`src/rtl/pipe_ctrl_stages.sv`:
```
// pipe_ctrl_stages: carries decoded control through ID/EX, EX/MEM and MEM/WB, with load-use stall and MEM branch flush
module pipe_ctrl_stages #(
  parameter int REG_AW   = 5,
  parameter int ALUC_W   = 5,
  parameter int LINK_REG = 31
) (
  input  logic                clk,
  input  logic                rst,
  input  logic                id_valid,
  input  logic [ALUC_W+9:0]   id_ctrl,
  input  logic [REG_AW-1:0]   id_rs,
  input  logic [REG_AW-1:0]   id_rt,
  input  logic [REG_AW-1:0]   id_rd,
  input  logic                ex_zero,
  output logic [ALUC_W+2:0]   ex_ctrl,
  output logic                mem_write,
  output logic                br_taken,
  output logic                flush,
  output logic                wb_reg_write,
  output logic                wb_mem_to_reg,
  output logic                wb_pc_to_reg,
  output logic [REG_AW-1:0]   wb_dest,
  output logic                pc_wre,
  output logic                ir_wre
);
  logic              exValid, exMemWrite, exMemToReg, exPcToReg, exRegWrite;
  logic [1:0]        exBranch;
  logic [REG_AW-1:0] exDest;
  logic              memValid, memZero, memMemToReg, memPcToReg, memRegWrite;
  logic [1:0]        memBranch;
  logic [REG_AW-1:0] memDest;
  logic [REG_AW-1:0] idDest;
  logic              stall, loadId, keepEx;

  // hazard detection, branch resolution and fetch enables
  always_comb begin
    idDest   = id_ctrl[1] ? REG_AW'(LINK_REG) : (id_ctrl[7] ? id_rd : id_rt);
    stall    = exValid & exMemToReg & exRegWrite & (exDest != '0) & id_valid &
               ((exDest == id_rs) | (exDest == id_rt));
    br_taken = memValid & ((memBranch == 2'b11) | ((memBranch == 2'b01) & memZero) |
               ((memBranch == 2'b10) & !memZero));
    flush    = br_taken;
    loadId   = id_valid & !stall & !br_taken;
    keepEx   = !br_taken;
    pc_wre   = !rst & (br_taken | !stall);
    ir_wre   = pc_wre;
  end

  // ID/EX: capture ID instruction, or a bubble on stall/flush
  always_ff @(posedge clk or posedge rst) begin
    if (rst) begin
      exValid    <= 1'b0;
      ex_ctrl    <= '0;
      exMemWrite <= 1'b0;
      exBranch   <= 2'b00;
      exMemToReg <= 1'b0;
      exPcToReg  <= 1'b0;
      exRegWrite <= 1'b0;
      exDest     <= '0;
    end else begin
      exValid    <= loadId;
      ex_ctrl    <= loadId ? {id_ctrl[ALUC_W+9:8], id_ctrl[6]} : '0;
      exMemWrite <= loadId & id_ctrl[5];
      exBranch   <= loadId ? id_ctrl[4:3] : 2'b00;
      exMemToReg <= loadId & id_ctrl[2];
      exPcToReg  <= loadId & id_ctrl[1];
      exRegWrite <= loadId & id_ctrl[0];
      exDest     <= loadId ? idDest : '0;
    end
  end

  // EX/MEM: advance EX instruction with its zero flag, bubble on flush
  always_ff @(posedge clk or posedge rst) begin
    if (rst) begin
      memValid    <= 1'b0;
      mem_write   <= 1'b0;
      memBranch   <= 2'b00;
      memZero     <= 1'b0;
      memMemToReg <= 1'b0;
      memPcToReg  <= 1'b0;
      memRegWrite <= 1'b0;
      memDest     <= '0;
    end else begin
      memValid    <= keepEx & exValid;
      mem_write   <= keepEx & exMemWrite;
      memBranch   <= keepEx ? exBranch : 2'b00;
      memZero     <= keepEx & exValid & ex_zero;
      memMemToReg <= keepEx & exMemToReg;
      memPcToReg  <= keepEx & exPcToReg;
      memRegWrite <= keepEx & exRegWrite;
      memDest     <= keepEx ? exDest : '0;
    end
  end

  // MEM/WB: always advances, the writeback instruction is never killed
  always_ff @(posedge clk or posedge rst) begin
    if (rst) begin
      wb_reg_write  <= 1'b0;
      wb_mem_to_reg <= 1'b0;
      wb_pc_to_reg  <= 1'b0;
      wb_dest       <= '0;
    end else begin
      wb_reg_write  <= memRegWrite;
      wb_mem_to_reg <= memMemToReg;
      wb_pc_to_reg  <= memPcToReg;
      wb_dest       <= memDest;
    end
  end
endmodule

```
`config.mk`:
```
export PLATFORM = sky130hd
export DESIGN_NAME = pipe_ctrl_stages
export DESIGN_NICKNAME = d
export VERILOG_FILES = /design/src/rtl/pipe_ctrl_stages.sv
export SDC_FILE = /design/constraint.sdc
export NUM_CORES = 1
export LEC_CHECK = 0
export CAP_MARGIN = 15
export CORE_MARGIN = 2
export CORE_UTILIZATION = 40
export DETAILED_ROUTE_END_ITERATION = 16
export PLACE_DENSITY = 0.74
export RECOVER_POWER = 50
export SLEW_MARGIN = 20
export SYNTH_ARGS = -nofsm -noshare
export SYNTH_HDL_FRONTEND = slang
export SYNTH_SLANG_ARGS = --single-unit
```
`constraint.sdc`:
```
create_clock -name clk -period 1.7 [get_ports clk]
set_clock_uncertainty 0.05 [all_clocks]
set_input_delay 0.34 -clock clk [delete_from_list [all_inputs] [get_ports clk]]
set_output_delay 0.34 -clock clk [all_outputs]
set_load 0.01 [all_outputs]
```
==> flow_summary.html <==
<table>
<tr><th>Metric</th><th>Value</th></tr>
<tr><th colspan="2">Synthesis</th></tr>
<tr><td>Proportion of synthesized chip area in sequential cells</td><td>0.620</td></tr>
<tr><td>Yosys warning total</td><td>0</td></tr>
<tr><td>Synth Register Bits</td><td>41</td></tr>
<tr><td>Yosys top cell area share</td><td>0.620</td></tr>
<tr><td>Post-synthesis area per instance</td><td>12.3 um2</td></tr>
<tr><td>Top post-synthesis cells by area</td><td>sky130_fd_sc_hd__dfrtp_1 (62%), sky130_fd_sc_hd__xnor2_1 (5.3%), sky130_fd_sc_hd__a21oi_1 (4.8%), sky130_fd_sc_hd__nand3_1 (4.8%), sky130_fd_sc_hd__and2_1 (4.5%)</td></tr>
<tr><td>Mapped Area</td><td>1650 um2</td></tr>
<tr><td>Distinct cell type count after synthesis</td><td>24</td></tr>
<tr><td>Post-synth top area cell</td><td>sky130_fd_sc_hd__dfrtp_1</td></tr>
<tr><td>Synthesized netlist net count</td><td>169</td></tr>
<tr><td>Instance count of the mapped netlist</td><td>135</td></tr>
<tr><th colspan="2">Setup path</th></tr>
<tr><td>Required time reported for the critical path endpoint</td><td>1.31 ns</td></tr>
<tr><td>Worst-path cell chain</td><td>clkdlybuf4s50_1, xnor2_1, nand2_1, o22ai_4, a31oi_4, buf_6</td></tr>
<tr><td>CP top delay family</td><td>buffers and inverters</td></tr>
<tr><td>Critical Path AT</td><td>1.52 ns</td></tr>
<tr><td>Master of the slowest instance on the critical path</td><td>sky130_fd_sc_hd__clkdlybuf4s50_1</td></tr>
<tr><td>Top fanout value on the critical path</td><td>2</td></tr>
<tr><td>Worst Setup Path Type</td><td>primary input to output port</td></tr>
<tr><td>Peak per-stage delay on the critical path</td><td>0.47 ns</td></tr>
<tr><td>Startpoint type of the worst setup path</td><td>primary input</td></tr>
<tr><td>CP Capture Type</td><td>output port</td></tr>
<tr><td>Number of buffer and inverter stages on the critical path</td><td>2</td></tr>
<tr><th colspan="2">Die</th></tr>
<tr><td>Placement Rows</td><td>23</td></tr>
<tr><td>Core ar.</td><td>4000 um2</td></tr>
<tr><td>Chip Height</td><td>68.3 um</td></tr>
<tr><td>Number of primary I/O pins</td><td>55</td></tr>
<tr><td>Die area</td><td>4670 um2</td></tr>
<tr><td>Starting utilization of the core area</td><td>0.414</td></tr>
<tr><td>Width of the chip</td><td>68.3 um</td></tr>
<tr><th colspan="2">Power</th></tr>
<tr><td>Reported leakage power</td><td>1.11 nW</td></tr>
<tr><td>Worst IR drop on VDD</td><td>0.446 mV</td></tr>
<tr><td>Pwr/cell area</td><td>920 nW/um2</td></tr>
<tr><th colspan="2">Place</th></tr>
<tr><td>Routability cong.</td><td>0.776</td></tr>
<tr><td>Dpl ws</td><td>-0.637 ns</td></tr>
<tr><td>Quantity of I/O buffers inserted on ports</td><td>54</td></tr>
<tr><td>Placed cells</td><td>233</td></tr>
<tr><td>Dpl cell area</td><td>2250 um2</td></tr>
<tr><td>Estimated wirelength of the detail-placed design</td><td>2520 um</td></tr>
<tr><th colspan="2">Timing</th></tr>
<tr><td>Slew @ Worst Pin</td><td>0.970 ns</td></tr>
<tr><td>Sum Neg Setup Slack</td><td>-0.420 ns</td></tr>
<tr><td>Max-slew violations</td><td>0</td></tr>
<tr><td>Max Freq</td><td>523 MHz</td></tr>
<tr><td>Finish-stage setup viols</td><td>2</td></tr>
<tr><td>Fin. Hold Viols</td><td>0</td></tr>
<tr><td>Post-route minimum period</td><td>1.91 ns</td></tr>
<tr><td>Worst Slack Setup Final</td><td>-0.210 ns</td></tr>
<tr><td>Share of the cycle needed by the critical path after routing</td><td>1.12</td></tr>
<tr><td>Relative slew margins</td><td>0.353</td></tr>
<tr><td>Unrepaired setup endpoints after global routing</td><td>true</td></tr>
<tr><th colspan="2">Global route</th></tr>
<tr><td>Antenna violations before repair</td><td>0</td></tr>
<tr><td>Vias in the first global route</td><td>1,162</td></tr>
<tr><td>Aggregate global-route resource usage</td><td>0.168</td></tr>
<tr><td>Maximum number of pins on one net before global-route repair</td><td>42</td></tr>
<tr><td>Overflow left after global routing</td><td>0</td></tr>
<tr><td>Global-route wire length before repair</td><td>5410 um</td></tr>
<tr><th colspan="2">Drt</th></tr>
<tr><td>Average vias per placed instance</td><td>4.89</td></tr>
<tr><td>First-pass iteration count of the detailed router</td><td>4</td></tr>
<tr><td>Final routed wirelength across all metal layers</td><td>3540 um</td></tr>
<tr><td>Wire length per cell</td><td>14.3 um</td></tr>
<tr><td>Via count</td><td>1,208</td></tr>
<tr><td>Total DRC errors in the routed layout</td><td>0</td></tr>
<tr><td>Drt first-iter violations</td><td>35</td></tr>
<tr><td>Antenna violation net count after detailed routing</td><td>0</td></tr>
<tr><th colspan="2">Clock network</th></tr>
<tr><td>TritonCTS clock tree</td><td>yes</td></tr>
<tr><td>Clock sinks</td><td>41</td></tr>
<tr><td>Clock slew seen by the registers of the worst setup and hold paths</td><td>0.07 ns</td></tr>
<tr><td>Number of hold-repair buffers added at the cts stage</td><td>0</td></tr>
<tr><td>CTS H-Tree Depth</td><td>2</td></tr>
<tr><td>CTS root buffer</td><td>sky130_fd_sc_hd__clkbuf_8</td></tr>
<tr><td>Clock insertion delay at the later pin of the skew report</td><td>0.29 ns</td></tr>
<tr><td>Maximum number of buffers from clock root to sink</td><td>2</td></tr>
<tr><td>Total CTS buffers</td><td>5</td></tr>
<tr><th colspan="2">Cells and area</th></tr>
<tr><td>Area grow syn2layout</td><td>50.4%</td></tr>
<tr><td>Fraction of layout cells with a size suffix above 1</td><td>0.249</td></tr>
<tr><td>Cell area after layout</td><td>2490 um2</td></tr>
<tr><td>Final non-filler cell total</td><td>247</td></tr>
<tr><td>Flip-flop count of the largest register after layout</td><td>8</td></tr>
<tr><td># diodes</td><td>0</td></tr>
<tr><td>Top reg by flops</td><td>ex_ctrl</td></tr>
<tr><td>Number of nets in the finished design</td><td>230</td></tr>
<tr><th colspan="2">Hold path</th></tr>
<tr><td>Hold crit path type</td><td>flop to flop</td></tr>
<tr><th colspan="2">Outcome</th></tr>
<tr><td>Status</td><td>finished, violations left</td></tr>
<tr><td>Failing checks</td><td>setup timing</td></tr>
<tr><th colspan="2">Job</th></tr>
<tr><td>Max-cap violations</td><td>0</td></tr>
</table>
[per-layer routing]
layer / up-vias / wire length, um / global-route usage
met5: - / 0 / 0
li1: 580 / - / -
met1: 588 / 1340 / 0.188
met4: 0 / 45 / 0.0900
met2: 36 / 1980 / 0.278
met3: 4 / 173 / 0.0625
[stage by stage]
step                power, mW  utilization  hold WS, ns
floorplan                1.27            -        0.281
global placement         1.45        0.562        0.282
detailed placement       1.46        0.562        0.285
CTS                      2.26        0.593        0.301
global route             2.39        0.622        0.309
finish                   2.29        0.622        0.301
[cells in the mapped netlist]
master,count
sky130_fd_sc_hd__a211oi_1,5
sky130_fd_sc_hd__buf_4,4
sky130_fd_sc_hd__nand2_2,1
sky130_fd_sc_hd__inv_1,2
sky130_fd_sc_hd__nand3_1,16
sky130_fd_sc_hd__clkbuf_1,2
sky130_fd_sc_hd__nand2_1,2
sky130_fd_sc_hd__xnor2_1,10
sky130_fd_sc_hd__nand2_4,1
sky130_fd_sc_hd__nor2b_1,5
sky130_fd_sc_hd__buf_2,3
sky130_fd_sc_hd__nor3_1,1
sky130_fd_sc_hd__mux2_4,1
sky130_fd_sc_hd__a21oi_1,16
sky130_fd_sc_hd__a31oi_2,1
sky130_fd_sc_hd__nor2_1,1
sky130_fd_sc_hd__buf_6,2
sky130_fd_sc_hd__o22ai_2,1
sky130_fd_sc_hd__and3_1,1
sky130_fd_sc_hd__clkbuf_2,1
sky130_fd_sc_hd__nand4_1,1
sky130_fd_sc_hd__and2_1,12
sky130_fd_sc_hd__a211oi_2,5
sky130_fd_sc_hd__dfrtp_1,41
[final timing paths]
kind,startpoint,endpoint,slack [ns],depth (start not counted)
setup / recovery,id_rs[1],pc_wre,-0.21,6
hold / removal,memMemToReg,wb_mem_to_reg,0.30,0
setup reg to reg,exDest[2],exMemWrite,0.07,6
hold reg to reg,memMemToReg,wb_mem_to_reg,0.30,0
max in group asynchronous,rst,exDest[1],0.14,3
min in group asynchronous,rst,exDest[3],0.80,3
[kinds of logic (layout without fill, tap and decap cells)]
logic type	after synthesis	in the layout	synth area share
simple gates	41	41	0.141
mux	1	1	0.00907
flops	41	41	0.620
buf+inv	14	76	0.0529
compound gates	28	28	0.124
xor+xnor	10	10	0.0529
[placed cells by master (no fill, tap or decap), types with 2 or more instances in the layout]
cell type / count
sky130_fd_sc_hd__a21oi_1: 15
sky130_fd_sc_hd__buf_6: 3
sky130_fd_sc_hd__nor2b_1: 5
sky130_fd_sc_hd__dlymetal6s2s_1: 3
sky130_fd_sc_hd__a211oi_2: 5
sky130_fd_sc_hd__dlygate4sd2_1: 3
sky130_fd_sc_hd__clkbuf_8: 6
sky130_fd_sc_hd__and2_1: 12
sky130_fd_sc_hd__dfrtp_1: 36
sky130_fd_sc_hd__nand2_1: 2
sky130_fd_sc_hd__xnor2_1: 4
sky130_fd_sc_hd__dfrtp_2: 5
sky130_fd_sc_hd__buf_4: 10
sky130_fd_sc_hd__xnor2_2: 6
sky130_fd_sc_hd__buf_2: 2
sky130_fd_sc_hd__a211oi_1: 5
sky130_fd_sc_hd__nand3_2: 2
sky130_fd_sc_hd__nand3_1: 14
sky130_fd_sc_hd__clkdlybuf4s50_1: 43
[timing repair]
| action | in CTS | in global routing |
|---|---|---|
| resized for setup | 21 | 23 |
| setup endpoints to repair | 4 | 24 |
| buffers inserted | 3 | 3 |
| pin swaps | 7 | 6 |
[final cells by class]
type,count,area [um2]
clock buffers,7,86.3
clock inverters,1,30.0
fillers,297,1510
inverters,2,7.51
multi-input cells,80,641
flip-flops and latches,41,1030
well taps,50,62.6
repair buffers,66,628
[power breakdown]
| part | internal [mW] | leakage, nW | switching [mW] | total [mW] |
|---|---|---|---|---|
| clock | 0.478 | 0.0585 | 0.322 | 0.800 |
| combinational | 0.227 | 0.529 | 0.174 | 0.401 |
| sequential | 1.05 | 0.520 | 0.0395 | 1.09 |
| total | 1.75 | 1.11 | 0.535 | 2.29 |
(Power assumes the default switching activity.)
